===== src/rtl/sram_stream_reader_if.sv =====
// SRAM read port plus output stream of the SRAM stream reader.
// master = reader side, slave = SRAM model / downstream consumer side.
`ifndef ADDR_WIDTH
`define ADDR_WIDTH 8
`endif
`ifndef DATA_WIDTH
`define DATA_WIDTH 16
`endif

interface sram_stream_reader_if #(
    parameter int ADDR_W = `ADDR_WIDTH,
    parameter int DATA_W = `DATA_WIDTH
);
    logic              mem_cs;
    logic              mem_oe;
    logic [ADDR_W-1:0] mem_addr;
    logic              mem_W_req;
    logic [DATA_W-1:0] mem_W_data;
    logic [DATA_W-1:0] mem_R_data;
    logic              out_valid;
    logic [DATA_W-1:0] out_data;
    logic              out_ready;

    modport master (
        output mem_cs, mem_oe, mem_addr, mem_W_req, mem_W_data, out_valid, out_data,
        input  mem_R_data, out_ready
    );

    modport slave (
        input  mem_cs, mem_oe, mem_addr, mem_W_req, mem_W_data, out_valid, out_data,
        output mem_R_data, out_ready
    );
endinterface


===== src/rtl/sram_stream_reader.sv =====
// Fetches LEN consecutive SRAM words after a start pulse and streams them out through a small FIFO.
// Optional macro SRAM_READER_STRIDE_EN adds a per-issue address stride input.
`ifndef ADDR_WIDTH
`define ADDR_WIDTH 8
`endif
`ifndef DATA_WIDTH
`define DATA_WIDTH 16
`endif

module sram_stream_reader #(
    parameter int ADDR_W     = `ADDR_WIDTH,
    parameter int DATA_W     = `DATA_WIDTH,
    parameter int LEN_W      = 16,
    parameter int FIFO_DEPTH = 4
) (
    input  logic              clk,
    input  logic              rst,
    input  logic              start,
    input  logic [ADDR_W-1:0] base_addr,
`ifdef SRAM_READER_STRIDE_EN
    input  logic [ADDR_W-1:0] stride,
`endif
    input  logic [LEN_W-1:0]  length,
    output logic              busy,
    output logic              done,
    sram_stream_reader_if.master bus
);
    localparam int PTR_W = $clog2(FIFO_DEPTH);
    localparam int CNT_W = PTR_W + 1;
    localparam logic [CNT_W:0] DEPTH_C = (CNT_W+1)'(FIFO_DEPTH);

    typedef enum logic [1:0] {IDLE, READ, DRAIN, DONE} state_t;

    state_t            state_reg;
    logic [ADDR_W-1:0] addr_reg;
    logic [ADDR_W-1:0] step;
    logic [LEN_W-1:0]  issue_cnt_reg, issue_cnt_next;
    logic [LEN_W-1:0]  recv_cnt_reg, recv_cnt_next;
    logic              mem_cs_reg, inflight_reg, busy_reg, done_reg;
    logic [DATA_W-1:0] fifo_mem [FIFO_DEPTH];
    logic [PTR_W-1:0]  wr_ptr_reg, rd_ptr_reg;
    logic [CNT_W-1:0]  count_reg, count_next;
    logic              push, pop, out_valid, credit_ok;

`ifdef SRAM_READER_STRIDE_EN
    logic [ADDR_W-1:0] stride_reg;
    assign step = stride_reg;
`else
    assign step = ADDR_W'(1);
`endif

    // Read data lands one cycle after issue, so the in-flight flag doubles as the FIFO push.
    assign push           = inflight_reg;
    assign out_valid      = (count_reg != '0);
    assign pop            = out_valid & bus.out_ready;
    assign count_next     = count_reg + CNT_W'(push) - CNT_W'(pop);
    assign issue_cnt_next = issue_cnt_reg - LEN_W'(mem_cs_reg);
    assign recv_cnt_next  = recv_cnt_reg - LEN_W'(pop);

    // Next-cycle issue needs room for the occupied entries, this cycle's read, and the new one.
    assign credit_ok = ((CNT_W+1)'(count_next) + (CNT_W+1)'(mem_cs_reg)) < DEPTH_C;

    always_ff @(posedge clk) begin
        if (push) fifo_mem[wr_ptr_reg] <= bus.mem_R_data;
    end

    always_ff @(posedge clk) begin
        if (rst) begin
            state_reg     <= IDLE;
            addr_reg      <= '0;
            issue_cnt_reg <= '0;
            recv_cnt_reg  <= '0;
            mem_cs_reg    <= 1'b0;
            inflight_reg  <= 1'b0;
            busy_reg      <= 1'b0;
            done_reg      <= 1'b0;
            wr_ptr_reg    <= '0;
            rd_ptr_reg    <= '0;
            count_reg     <= '0;
`ifdef SRAM_READER_STRIDE_EN
            stride_reg    <= '0;
`endif
        end else begin
            done_reg     <= 1'b0;
            inflight_reg <= mem_cs_reg;
            count_reg    <= count_next;
            recv_cnt_reg <= recv_cnt_next;
            if (push) wr_ptr_reg <= wr_ptr_reg + PTR_W'(1);
            if (pop)  rd_ptr_reg <= rd_ptr_reg + PTR_W'(1);

            case (state_reg)
                IDLE: begin
                    if (start) begin
                        addr_reg      <= base_addr;
                        issue_cnt_reg <= length;
                        recv_cnt_reg  <= length;
`ifdef SRAM_READER_STRIDE_EN
                        stride_reg    <= stride;
`endif
                        if (length == '0) begin
                            state_reg <= DONE;
                            done_reg  <= 1'b1;
                        end else begin
                            state_reg  <= READ;
                            busy_reg   <= 1'b1;
                            mem_cs_reg <= 1'b1;
                        end
                    end
                end
                READ: begin
                    if (mem_cs_reg) addr_reg <= addr_reg + step;
                    issue_cnt_reg <= issue_cnt_next;
                    if (issue_cnt_next == '0) begin
                        state_reg  <= DRAIN;
                        mem_cs_reg <= 1'b0;
                    end else begin
                        mem_cs_reg <= credit_ok;
                    end
                end
                DRAIN: begin
                    if (recv_cnt_next == '0) begin
                        state_reg <= DONE;
                        done_reg  <= 1'b1;
                        busy_reg  <= 1'b0;
                    end
                end
                DONE: begin
                    state_reg <= IDLE;
                end
                default: begin
                    state_reg <= IDLE;
                end
            endcase
        end
    end

    assign bus.mem_cs     = mem_cs_reg;
    assign bus.mem_oe     = mem_cs_reg;
    assign bus.mem_addr   = addr_reg;
    assign bus.mem_W_req  = 1'b0;
    assign bus.mem_W_data = '0;
    assign bus.out_valid  = out_valid;
    assign bus.out_data   = out_valid ? fifo_mem[rd_ptr_reg] : '0;
    assign busy           = busy_reg;
    assign done           = done_reg;
endmodule


===== src/flat_wrapper.sv =====
// flat-port wrapper written by rule: the top's interface ports become plain ports
module sram_stream_reader_flat 
#(
    parameter int ADDR_W     = `ADDR_WIDTH,
    parameter int DATA_W     = `DATA_WIDTH,
    parameter int LEN_W      = 16,
    parameter int FIFO_DEPTH = 4
)
  (clk, rst, start, base_addr, length, busy, done, bus_mem_cs, bus_mem_oe, bus_mem_addr, bus_mem_W_req, bus_mem_W_data, bus_out_valid, bus_out_data, bus_mem_R_data, bus_out_ready);
  sram_stream_reader_if #(.ADDR_W(ADDR_W), .DATA_W(DATA_W)) bus_i ();
  input  logic clk;
  input  logic rst;
  input  logic start;
  input  logic [ADDR_W-1:0] base_addr;
  input  logic [LEN_W-1:0] length;
  output logic busy;
  output logic done;
  output wire logic [$bits(bus_i.mem_cs)-1:0] bus_mem_cs;
  output wire logic [$bits(bus_i.mem_oe)-1:0] bus_mem_oe;
  output wire logic [$bits(bus_i.mem_addr)-1:0] bus_mem_addr;
  output wire logic [$bits(bus_i.mem_W_req)-1:0] bus_mem_W_req;
  output wire logic [$bits(bus_i.mem_W_data)-1:0] bus_mem_W_data;
  output wire logic [$bits(bus_i.out_valid)-1:0] bus_out_valid;
  output wire logic [$bits(bus_i.out_data)-1:0] bus_out_data;
  input wire logic [$bits(bus_i.mem_R_data)-1:0] bus_mem_R_data;
  input wire logic [$bits(bus_i.out_ready)-1:0] bus_out_ready;
  assign bus_mem_cs = bus_i.mem_cs;
  assign bus_mem_oe = bus_i.mem_oe;
  assign bus_mem_addr = bus_i.mem_addr;
  assign bus_mem_W_req = bus_i.mem_W_req;
  assign bus_mem_W_data = bus_i.mem_W_data;
  assign bus_out_valid = bus_i.out_valid;
  assign bus_out_data = bus_i.out_data;
  assign bus_i.mem_R_data = bus_mem_R_data;
  assign bus_i.out_ready = bus_out_ready;
  sram_stream_reader #(.ADDR_W(ADDR_W), .DATA_W(DATA_W), .LEN_W(LEN_W), .FIFO_DEPTH(FIFO_DEPTH)) u_core (.clk(clk), .rst(rst), .start(start), .base_addr(base_addr), .length(length), .busy(busy), .done(done), .bus(bus_i));
endmodule

===== config.mk =====
export PLATFORM = sky130hd
export DESIGN_NAME = sram_stream_reader_flat
export DESIGN_NICKNAME = d
export VERILOG_FILES = /design/src/rtl/sram_stream_reader_if.sv /design/src/rtl/sram_stream_reader.sv /design/src/flat_wrapper.sv
export SDC_FILE = /design/constraint.sdc
export NUM_CORES = 1
export LEC_CHECK = 0
export CORE_MARGIN = 1
export CORE_UTILIZATION = 30
export DETAILED_ROUTE_END_ITERATION = 8
export DONT_BUFFER_PORTS = 1
export HOLD_SLACK_MARGIN = 0.03
export PLACE_DENSITY_LB_ADDON = 0.08
export SYNTH_ARGS = -nofsm -noshare
export SYNTH_HDL_FRONTEND = slang
export SYNTH_SLANG_ARGS = --single-unit

===== constraint.sdc =====
create_clock -name clk -period 2.9 [get_ports clk]
set_input_delay 0.435 -clock clk [delete_from_list [all_inputs] [get_ports clk]]
set_output_delay 0.435 -clock clk [all_outputs]
set_load 0.02 [all_outputs]

==> results of run 1 <==
==> metal layers <==
metal,vias up,GRT usage
li1,2007,-
met1,2021,0.1736
met2,90,0.2562
met3,11,0.05768
met4,0,0.05263
met5,-,0
==> placed cells by master, fill, tap and decap left out, types with 18 or more instances in the layout <==
master / n
inv_1: 18
and2_1: 22
edfxtp_1: 64
nor2_1: 72
a21oi_1: 34
buf_4: 27
dfxtp_1: 55
nand2_1: 36
a211oi_1: 21
==> Yosys cell counts (7+ instances only) <==
cell type	n
nor3_1	17
dfxtp_1	55
and2_1	23
inv_1	18
nor4_1	7
buf_4	19
edfxtp_1	64
a211oi_1	21
clkbuf_1	25
mux4_2	16
o21ai_0	15
nand2_1	36
xnor2_1	12
a21oi_1	34
xor2_1	8
o22ai_1	7
ha_1	14
nor2_1	72
nor2b_1	9
==> area by class of cell <==
class                   instances  area share
clock buffers                  18     0.06228
clock inverters                14     0.01834
inverters                      18    0.009806
multi-input cells             383      0.3933
flip-flops and latches        119      0.4387
well taps                     265     0.04812
repair buffers                 27     0.02942
==> power breakdown <==
group / internal (mW) / switching (mW) / leakage, nW
Clock: 1.18 / 0.789 / 0.272
Sequential: 2.08 / 0.384 / 1.03
Combinational: 1.22 / 1.64 / 1.06
==> kinds of logic (layout without fill, tap and decap cells) <==
group,after synthesis,in the layout,synth area share
AND/OR/NAND/NOR,204,204,0.1804
flip-flops,119,119,0.5079
AO/OA/AOI/OAI,108,108,0.1211
buffers and inverters,69,77,0.06201
XOR/XNOR,20,20,0.02943
multiplexers,19,19,0.06580
adder cells (fa/ha/maj),15,15,0.03279
other,1,17,0.0006300
==> worst min-delay path by stage <==
stage                                       start                      end  slack, ns
final                                         rst      u_core.count_reg[1]       0.09
after global routing                          rst      u_core.state_reg[0]       0.07
after CTS                                     rst      u_core.count_reg[1]       0.07
after detailed placement  u_core.issue_cnt_reg[1]  u_core.issue_cnt_reg[1]       0.46
after global placement    u_core.issue_cnt_reg[1]  u_core.issue_cnt_reg[1]       0.45
after floorplan           u_core.issue_cnt_reg[1]  u_core.issue_cnt_reg[1]       0.45
==> timing repair <==
action / in CTS / in global routing
resized for setup: 1 / 12
pin swaps: 0 / 4
gates cloned: 0 / 0
setup endpoints to repair: 1 / 3
==> per-stage QoR <==
stage	worst slack [ns]	hold WS [ns]
floorplan	0.03920	0.4453
detailed placement	-0.008506	0.4605
global placement	0.04068	0.4483
CTS	0.01964	0.07239
finish	0.1894	0.09302
global route	0.04910	0.06916
==> worst max-delay path: cells and delay by family (launching register included) <==
| kind | cells | cell delay, ns |
|---|---|---|
| AND/OR/NAND/NOR | 6 | 1.49 |
| AO/OA/AOI/OAI | 2 | 0.51 |
| adder cells (fa/ha/maj) | 1 | 0.15 |
| flip-flops | 1 | 0.34 |
| XOR/XNOR | 1 | 0.14 |
==> impl_metrics.csv, run 1 <==
group,metric,value,unit
status,outcome,"finished, final reports clean",
timing,finalClockSkew,0.008650,ns
worst_setup_path,slowest_delay,0.49,ns
timing,rsz0062_at_grt,"no",
floorplan,initial_core_util,0.3058,
timing,fmax,368.9,MHz
worst_setup_path,setup.worst_path.end,"u_core.state_reg[0]",
placement,gp_congestion,0.7754,
hold_path,hold_depth,1,
synth,synthCells,555,
detailed_routing,drt_iter0_drc,154,
worst_setup_path,ff2ff_setup_slack,0.19,ns
worst_setup_path,r2r_cells,10,
global_routing,grt_pass1_vias,4139,
timing,final_max_slew_viol_count,0,
placement,dpl-instance-area,6245,um2
timing,fin_crit_sh,0.9347,
timing,slew_headroom,0.2367,
synth,seq_area_frac_synth,0.5079,
synth,yosys-top-cells-area,"edfxtp_1 32%, dfxtp_1 18%, mux4_2 6.1%",
synth,yosysTopAreaCellShare,0.3229,
layout,area_delta_synth_final,15.77,%
timing,fin_tns_setup,0,ns
layout,num-fill-cells,1970,
floorplan,die_x,142.9,um
job,drv_cap,0,
clock_tree,numClockSinks,119,
placement,post-place-cells,812,
floorplan,dieArea,20410,um2
power,ir_worst_vdd,0.4914,mV
detailed_routing,drtAntennaViolNets,0,
clock_tree,cts-root-buf,"clkbuf_16",
power,p_total,7.297,mW
worst_setup_path,cp.required,3.23,ns
timing,finalHoldViolations,0,
layout,fin_util,0.3540,
worst_setup_path,crit_chain,"or3_4 > and2_4 > ha_4 > or4b_4 > nor4_4 > xor2_2 > nor4b_4 > nor2b_1 > a221o_1 > a211oi_2",
floorplan,ios,90,
detailed_routing,m1WireLength,6.084,mm
global_routing,overflow,0,
placement,io_buffers,0,
placement,hpwl,9.896,mm
layout,multi_input_comb_area,2710,um2
floorplan,core,19460,um2
worst_setup_path,end_kind,"register",
synth,post-synth-top-area-cell,"edfxtp_1",
global_routing,antenna_found_initial,0,
layout,num_antenna_cells,0,
clock_tree,clk_pin_slew_worst_paths,0.06,ns
global_routing,grt_pass1_wl,22.74,mm
detailed_routing,routed.top_layer,"met4",
detailed_routing,dr_wl_met2,7.323,mm
synth,yosys_warnings,0,
detailed_routing,wl_met3,1.002,mm
clock_tree,insertion_delay,0.42,ns
clock_tree,post_cts_buffers,0,
worst_setup_path,r2r_start,"u_core.count_reg[2]",
worst_setup_path,path_max_fanout,4,
worst_setup_path,critPathKind,"reg2reg",
synth,postSynthRegisterBits,119,
hold_path,holdCritPathClass,"in2reg",
global_routing,track_usage,0.1512,
detailed_routing,drc,0,
worst_setup_path,crit-reg2reg-capture,"u_core.state_reg[0]",
floorplan,rows,51,
synth,synth_edf_count,64,
timing,tightestPinTransition,1.137,ns
power,p_leak,2.367,nW
clock_tree,cts_inserted_buffers,17,
clock_tree,htree_levels,4,
synth,yosysUniqueCellTypes,67,
detailed_routing,dr_total_vias,4129,
layout,final_area,6890,um2
global_routing,grt_max_degree,57,
synth,ys.flop_type,"edfxtp_1",
synth,async_flop_share,0,
worst_setup_path,cp_slowest_cell,"or4b_4",
layout,seq_area,3023,um2
synth,synth_area,5952,um2
detailed_routing,drt_first_pass_iters,4,
layout,drive_gt1_frac,0.1710,
worst_setup_path,cp.arrival,3.04,ns
layout,largest_reg_flops,64,
floorplan,chipHeight,142.9,um
clock_tree,tritoncts,"done",
timing,post-route-min-period,2.711,ns
detailed_routing,wl_per_cell,17.31,um
detailed_routing,viasPerCell,4.892,
layout,fin_cells,844,
detailed_routing,routed_wl,14.61,mm
synth,synth_area_per_cell,10.72,um2
clock_tree,clockBufferDepth,2,
worst_setup_path,crit_start,"u_core.count_reg[2]",
worst_setup_path,startpoint_type,"register",
power,power-per-cell-area,1059,nW/um2
clock_tree,holdBufCountCts,0,
timing,setup_viol,0,
layout,nNetsFinal,625,
No activity file was read; power rests on OpenSTA's default activity.
==> run 2, diff against run 1 <==
Settings changed: CAP_MARGIN set to 20, GPL_ROUTABILITY_DRIVEN set to 1.
Clock period 2.9 ns to 2.55 ns, I/O delays scaled along.
==> run 2 against run 1 <==
The flow now finishes with violations (negative setup slack). Sequential power up 13%. Global-route usage rose by 0.12 points. Power rose by 18%. Maximum frequency up 1.9%. Largest power group unchanged. Sequential cell count unchanged.
==> impl_metrics.csv, run 2 (same netlist as run 1, synthesis figures left out) <==
group,metric,value,unit
floorplan,initial_core_util,0.3058,
hold_path,holdCritPathClass,"in2reg",
detailed_routing,dr_total_vias,4166,
placement,post-place-cells,818,
timing,finalClockSkew,0.006539,ns
floorplan,dieArea,20410,um2
detailed_routing,drt_iter0_drc,217,
clock_tree,cts-root-buf,"clkbuf_16",
job,drv_cap,0,
layout,drive_gt1_frac,0.1926,
floorplan,rows,51,
clock_tree,cts_inserted_buffers,17,
worst_setup_path,cp.arrival,3.00,ns
timing,final_max_slew_viol_count,0,
timing,slew_headroom,0.2586,
layout,num_antenna_cells,0,
timing,fmax,375.7,MHz
global_routing,overflow,0,
status,violations,"negative setup slack",
detailed_routing,m1WireLength,6.181,mm
detailed_routing,viasPerCell,4.861,
floorplan,ios,90,
clock_tree,insertion_delay,0.42,ns
worst_setup_path,path_max_fanout,4,
clock_tree,clockBufferDepth,2,
detailed_routing,drtAntennaViolNets,0,
global_routing,antenna_found_initial,0,
clock_tree,numClockSinks,119,
detailed_routing,wl_per_cell,17.23,um
detailed_routing,routed.top_layer,"met4",
global_routing,grt_pass1_vias,4122,
floorplan,core,19460,um2
timing,post-route-min-period,2.661,ns
placement,gp_congestion,0.8117,
power,power-per-cell-area,1217,nW/um2
floorplan,die_x,142.9,um
layout,mostFrequentLayoutCell,"nor2_1",
timing,layout_setup_ws,-0.1114,ns
power,p_leak,2.459,nW
layout,largest_reg_flops,64,
placement,io_buffers,0,
layout,nNetsFinal,639,
clock_tree,htree_levels,4,
floorplan,chipHeight,142.9,um
detailed_routing,drt_first_pass_iters,5,
detailed_routing,dr_wl_met2,7.492,mm
layout,fin_cells,857,
timing,rsz0062_at_grt,"yes",
detailed_routing,drc,0,
timing,finalHoldViolations,0,
detailed_routing,wl_met3,929,um
layout,area_delta_synth_final,18.81,%
worst_setup_path,critPathKind,"reg2reg",
layout,mostFrequentLayoutCells,"72 x nor2_1, 64 x edfxtp_1, 52 x dfxtp_1",
timing,worst_hold_slack,0.05789,ns
status,outcome,"finished, violations left",
timing,setup_viol,4,
global_routing,track_usage,0.1524,
timing,tightestPinTransition,1.105,ns
detailed_routing,routed_wl,14.76,mm
timing,fin_crit_sh,1.044,
worst_setup_path,cp.required,2.88,ns
clock_tree,tritoncts,"done",
clock_tree,clk_pin_slew_worst_paths,0.06,ns
power,ir_worst_vdd,0.5206,mV
worst_setup_path,end_kind,"register",
global_routing,grt_max_degree,52,
global_routing,grt_pass1_wl,22.80,mm
worst_setup_path,startpoint_type,"register",
placement,hpwl,9.923,mm
## run 2: cell types whose count changed in the layout (fill, tap and decap cells not counted), moves of 2 or more
cell | before | now
buf_4 | 27 | 34
dlygate4sd3_1 | 0 | 5
dfxtp_1 | 55 | 52
dfxtp_2 | 0 | 3
bufinv_16 | 1 | 3
ha_1 | 12 | 10
nor3b_2 | 0 | 2
xor2_1 | 6 | 8
xor2_2 | 2 | 0
## run 2: repair_timing
item,in CTS,in global routing
endpoints found under the setup margin,4,4
gates resized for setup,5,4
cloned,0,0
hold buffers,2,4
endpoints found under the hold margin,51,13
pin swaps,3,6
setup buffers,0,2
## run 2: layout make-up
type                            count  area [um2]
Sequential cell                   119        3027
Timing Repair Buffer               41       344.1
Tap cell                          265       331.6
Inverter                           18       67.56
Clock inverter                     14       176.4
Clock buffer                       17       425.4
Multi-Input combinational cell    383        2700
Fill cell                        1939       12390
## run 2: power breakdown
group	total (mW)	switching, mW	internal (mW)
Combinational	3.38	1.92	1.46
Clock	2.44	0.901	1.54
Sequential	2.78	0.412	2.37
## run 2: metrics by stage
step	area [um2]	utilization	total power, mW	setup WS, ns	TNS (ns)
floorplan	6050	-	5.287	-0.06733	-0.1032
global placement	6326	0.3250	6.084	-0.08584	-0.1458
detailed placement	6326	0.3250	6.097	-0.1367	-0.3030
CTS	6990	0.3592	8.640	-0.1265	-0.2496
global route	7072	0.3634	9.194	-0.2260	-0.8144
finish	7072	0.3634	8.604	-0.1114	-0.2673
## run 2: critical path, cell delays in order (launching register included)
cell and delay [ns]:
dfxtp_1 0.33, or3_4 0.13, and2_4 0.15, ha_4 0.15
or4b_4 0.49, nor4_4 0.27, xor2_1 0.15, nor4b_4 0.34
nor2b_1 0.08, a221o_1 0.29, a211oi_2 0.19
## run 2: final timing paths
| kind | startpoint | cells past startpoint | to | slack, ns |
|---|---|---|---|---|
| setup reg to reg | u_core.count_reg[0] | 10 | u_core.state_reg[0] | -0.11 |
| hold / removal | bus_mem_R_data[10] | 0 | u_core.fifo_mem[3][10] | 0.06 |
| hold reg to reg | u_core.issue_cnt_reg[1] | 2 | u_core.issue_cnt_reg[1] | 0.47 |
| setup / recovery | u_core.count_reg[0] | 10 | u_core.state_reg[0] | -0.11 |
## run 2: metal layers
layer | vias up | global-route usage
li1 | 2045 | -
met5 | - | 0
met4 | 0 | 0.05263
met3 | 15 | 0.05869
met2 | 100 | 0.2606
met1 | 2006 | 0.1729
==> run 3, diff against run 2 <==
Settings changed: CORE_MARGIN 1 to unset, CORE_UTILIZATION 30 to 40, SKIP_CTS_REPAIR_TIMING set to 1.
==> run 3 against run 2 <==
The flow still finishes with violations (negative setup slack). First-iteration DRC count fell by 7.4%. Non-clock buffer count shrank 6. Combinational power fell by 1%. Via count down 0.72%. Clock-buffer cell count rose by 2. Sequential power about the same. Critical endpoint is now u_core.bus.mem_cs. Worst hold slack lost 0.0064 ns.
==> impl_metrics.csv, run 3 (same netlist as run 1, synthesis figures left out) <==
group,metric,value,unit
detailed_routing,drtAntennaViolNets,0,
timing,finalHoldViolations,0,
timing,layout_setup_ws,-0.1533,ns
worst_setup_path,startpoint_type,"register",
worst_setup_path,end_kind,"register",
power,power-per-cell-area,1229,nW/um2
timing,final_max_slew_viol_count,0,
status,violations,"negative setup slack",
placement,hpwl,9.186,mm
global_routing,grt_pass1_wl,20.71,mm
timing,fmax,369.9,MHz
timing,post-route-min-period,2.703,ns
timing,slew_headroom,0.3299,
worst_setup_path,critPathKind,"reg2reg",
placement,gp_congestion,0.8435,
job,drv_cap,0,
worst_setup_path,slowest_delay,0.38,ns
global_routing,track_usage,0.1812,
clock_tree,numClockSinks,119,
floorplan,core,14530,um2
detailed_routing,viasPerCell,5.364,
floorplan,chipHeight,124.0,um
detailed_routing,drt_iter0_drc,201,
layout,nNetsFinal,633,
worst_setup_path,cp.required,2.87,ns
detailed_routing,routed_wl,13.43,mm
layout,mostFrequentLayoutCell,"nor2_1",
placement,pre_cts_ws,-0.1117,ns
worst_setup_path,cp.arrival,3.02,ns
timing,setup_viol,4,
layout,num_antenna_cells,0,
floorplan,initial_core_util,0.4095,
clock_tree,clk_pin_slew_worst_paths,0.05,ns
detailed_routing,drc,0,
timing,finalClockSkew,0.005175,ns
clock_tree,htree_levels,4,
clock_tree,clockBufferDepth,2,
timing,rsz0062_at_grt,"yes",
layout,area_delta_synth_final,15.79,%
global_routing,overflow,0,
layout,largest_reg_flops,64,
floorplan,dieArea,15370,um2
clock_tree,tritoncts,"done",
placement,io_buffers,0,
detailed_routing,dr_total_vias,4136,
timing,tightestPinTransition,0.9984,ns
floorplan,ios,90,
placement,dpl-instance-area,6217,um2
worst_setup_path,crit_family,"adder cells",
clock_tree,cts_inserted_buffers,17,
timing,fin_crit_sh,1.060,
layout,fin_cells,771,
layout,mostFrequentLayoutCells,"72 x nor2_1, 64 x edfxtp_1, 52 x dfxtp_1",
worst_setup_path,cp_slowest_cell,"or3_4",
status,outcome,"finished, violations left",
layout,drive_gt1_frac,0.1891,
floorplan,die_x,124.0,um
power,p_total,8.467,mW
global_routing,grt_pass1_vias,4087,
layout,final_area,6892,um2
power,p_leak,2.415,nW
global_routing,grt_max_degree,57,
clock_tree,cts-root-buf,"clkbuf_16",
power,ir_worst_vdd,0.4957,mV
clock_tree,insertion_delay,0.41,ns
hold_path,holdCritPathClass,"in2reg",
detailed_routing,wl_per_cell,17.42,um
worst_setup_path,critPathBufInv,3,
worst_setup_path,crit_chain,"or3_4 > and2_4 > buf_4 > buf_6 > ha_4 > inv_1 > ha_2 > fa_2 > xnor2_2 > a31oi_1 > nand2_1 > a311oi_2",
worst_setup_path,path_max_fanout,2,
global_routing,antenna_found_initial,0,
detailed_routing,drt_first_pass_iters,4,
placement,post-place-cells,736,
floorplan,rows,44,
[run 3: changes by cell type in the layout (fill, tap and decap cells not counted), sizes merged]
cell | previous run | this run
clkinvlp | 2 | 3
buf | 36 | 34
clkbuf | 17 | 19
clkinv | 6 | 7
dlygate4sd3 | 5 | 1
inv | 21 | 18
[run 3: routing by layer]
metal,wire (um),vias up,part of all wire,global-route usage
met5,0,-,0,0
met4,307,0,0.023,0.08333
met3,781,19,0.058,0.05952
met2,6726,101,0.50,0.3021
met1,5617,1993,0.42,0.2108
li1,-,2023,-,-
[run 3: path summary, 6_finish.rpt]
kind	startpoint	endpoint	slack [ns]	cells past startpoint
max	u_core.count_reg[2]	u_core.bus.mem_cs	-0.15	12
min	rst	u_core.count_reg[0]	0.05	1
max reg2reg	u_core.count_reg[2]	u_core.bus.mem_cs	-0.15	12
min reg2reg	u_core.issue_cnt_reg[1]	u_core.issue_cnt_reg[1]	0.47	2
[run 3: stage by stage]
stage | hold slack, ns | setup TNS (ns) | util
CTS | 0.02953 | -0.2931 | 0.4683
detailed placement | 0.4635 | -0.3285 | 0.4278
global route | 0.03122 | -0.9279 | 0.4742
floorplan | 0.4453 | -0.1032 | -
global placement | 0.4574 | -0.1040 | 0.4278
finish | 0.05148 | -0.2913 | 0.4742
[run 3: layout make-up]
class,count,area [um2]
clock buffers,19,432.9
fillers,1353,7642
well taps,184,230.2
clock inverters,13,156.4
inverters,18,67.56
flip-flops and latches,119,3027
multi-input cells,383,2709
repair buffers,35,269.0
[run 3: where the power goes]
part	leakage [nW]	switching (mW)	internal, mW
clock network	0.278	0.828	1.53
logic	1.10	1.89	1.44
registers	1.03	0.410	2.37
total	2.41	3.12	5.34
==> RTL edit (flow settings as in run 2) <==
`DATA_WIDTH`: 16 -> 20.
--- a/src/rtl/sram_stream_reader_if.sv
+++ b/src/rtl/sram_stream_reader_if.sv
@@ -4,7 +4,7 @@
 `define ADDR_WIDTH 8
 `endif
 `ifndef DATA_WIDTH
-`define DATA_WIDTH 16
+`define DATA_WIDTH 20
 `endif
 
 interface sram_stream_reader_if #(
Interface: changed (resized bus_mem_R_data, bus_mem_W_data and bus_out_data); port bits go from 90 to 102. The function was not compared with the original's and may differ.
==> RTL edit against run 2 <==
The flow still finishes with violations (setup timing); clock power is 2% higher; sequential cell count is 16 higher; non-clock buffer count is 18 higher; first-iteration DRC count is 0.92% lower; routed wire length is 9.7% higher; setup slack worse by 0.056 ns; cell area is 12% higher; area after synthesis is 11% higher; power is 8.1% higher; critical path type unchanged.
==> RTL edit: results (changes against run 2) <==
[grt]
antenna_found_initial=0  ; unchanged
first_global_vias=4487  ; +8.9%
grt_pass1_wl_um=24900  ; +9.3%
grt_max_degree=56  ; +7.7%
grt_util_all_layers_pct=14.9  ; -0.37 points

[placed_design]
dpl.cell_count=854  ; +4.4%
gp_congestion=0.845  ; +4.1%
post_dp_cell_area_um2=6990  ; +10%
hpwl_um=10500  ; +5.8%
dp_slack_ns=-0.147  ; -0.00985 ns
port_buffers=0  ; unchanged

[drt]
drtIter0Drc=215  ; -0.92%
drt_first_pass_iters=4  ; -1
drt_wl_total_um=16200  ; +9.7%
avgViaCountPerCell=4.90  ; +0.78%

[outcome]
violations=setup timing
status=finished, violations left

[cts]
cts_hold_buf=7  ; +5
cts_setup_buffers=3  ; +3
path_clk_slew_ns=0.07
cts_resized=4  ; -1

[logic_synthesis]
synth_common_cells=edfxtp_1 (80), nor2_1 (72), dfxtp_1 (55)
async_flop_share_pct=0  ; unchanged
ys.flop_type=edfxtp_1
synthCells=583  ; +5.0%
synth_area_leaders=edfxtp_1 (36%), dfxtp_1 (17%), mux4_2 (6.8%)
synth-edff-count=80  ; +25%
yosysSeqAreaShare_pct=53.2  ; +2.4 points

[finish]
largest_register_ffs=80  ; +25%
nNetsFinal=688  ; +7.7%
nFillCells=2094  ; +8.0%
drive_gt1_share_pct=20.4  ; +1.1 points
final_cells=913  ; +6.5%

[critical_path]
r2r_start=u_core.count_reg[1]
crit_path_top_delay_cell=o41ai_4
cp.arrival_ns=3.05  ; +0.05 ns
critPathMaxFanout=6  ; +2
max_stage_delay_ns=0.39  ; -0.10 ns
r2r-end=u_core.state_reg[0]

[worst_hold_path]
min_from=bus_mem_R_data[2]
whs_endpoint=u_core.fifo_mem[2][2]

[timing]
fin_ws_ns=-0.167  ; -0.0557 ns
finalMaxSlewViolations=0  ; unchanged
skew_ns=0.0102  ; +0.00367 ns
setup_viol=4  ; unchanged

[power_and_ir_drop]
leakage_nw=2.75  ; +12%
vdd_drop_max_mv=0.572  ; +9.9%

[RTL edit: cell types whose count changed after synthesis, moves of 3 or more]
cell / before / now
nand2_1: 36 / 33
o21a_1: 1 / 4
or4_1: 0 / 3
buf_4: 19 / 23
buf_6: 5 / 1
a211oi_1: 21 / 17
mux4_2: 16 / 20
buf_2: 1 / 4
nand3_1: 6 / 9
edfxtp_1: 64 / 80
[RTL edit: per-stage QoR]
stage,TNS (ns),hold WS (ns)
2_1_floorplan,-0.401,0.432
3_3_place_gp,-0.195,0.437
3_5_place_dp,-0.443,0.442
4_1_cts,-0.446,0.0250
5_1_grt,-1.32,0.0308
6_report,-0.447,0.0559
[RTL edit: cell families (layout without fill, tap and decap cells)]
kind of cell	after synthesis	count (layout)	share of synthesized area (%)
simple gates	207	207	16.7
flops	135	135	53.2
compound gates	110	110	11.6
buf+inv	73	108	5.66
mux	23	23	7.29
xor+xnor	19	19	2.53
fa+ha+maj	15	15	2.96
other cells	1	21	0.0569
[RTL edit: final cells by class]
cell class,count,area (µm²),share of cell area (%)
inverter,17,63.8,0.805
clock inverter,15,171,2.16
tap,275,344,4.34
timing repair buffer,59,527,6.64
multi-input combinational,395,2890,36.5
clock buffer,17,425,5.37
sequential,135,3510,44.2
[RTL edit: power breakdown]
| group | switching [mW] | internal [mW] | total, mW |
|---|---|---|---|
| Sequential | 0.390 | 2.65 | 3.04 |
| Clock | 1.10 | 1.41 | 2.50 |
| Combinational | 2.13 | 1.62 | 3.75 |
[RTL edit: per-layer routing]
metal	track usage, %	share of wire (%)
met1	17.9	43
met2	24.9	50
met3	5.39	6.2
met4	4.14	0.92
met5	0	0
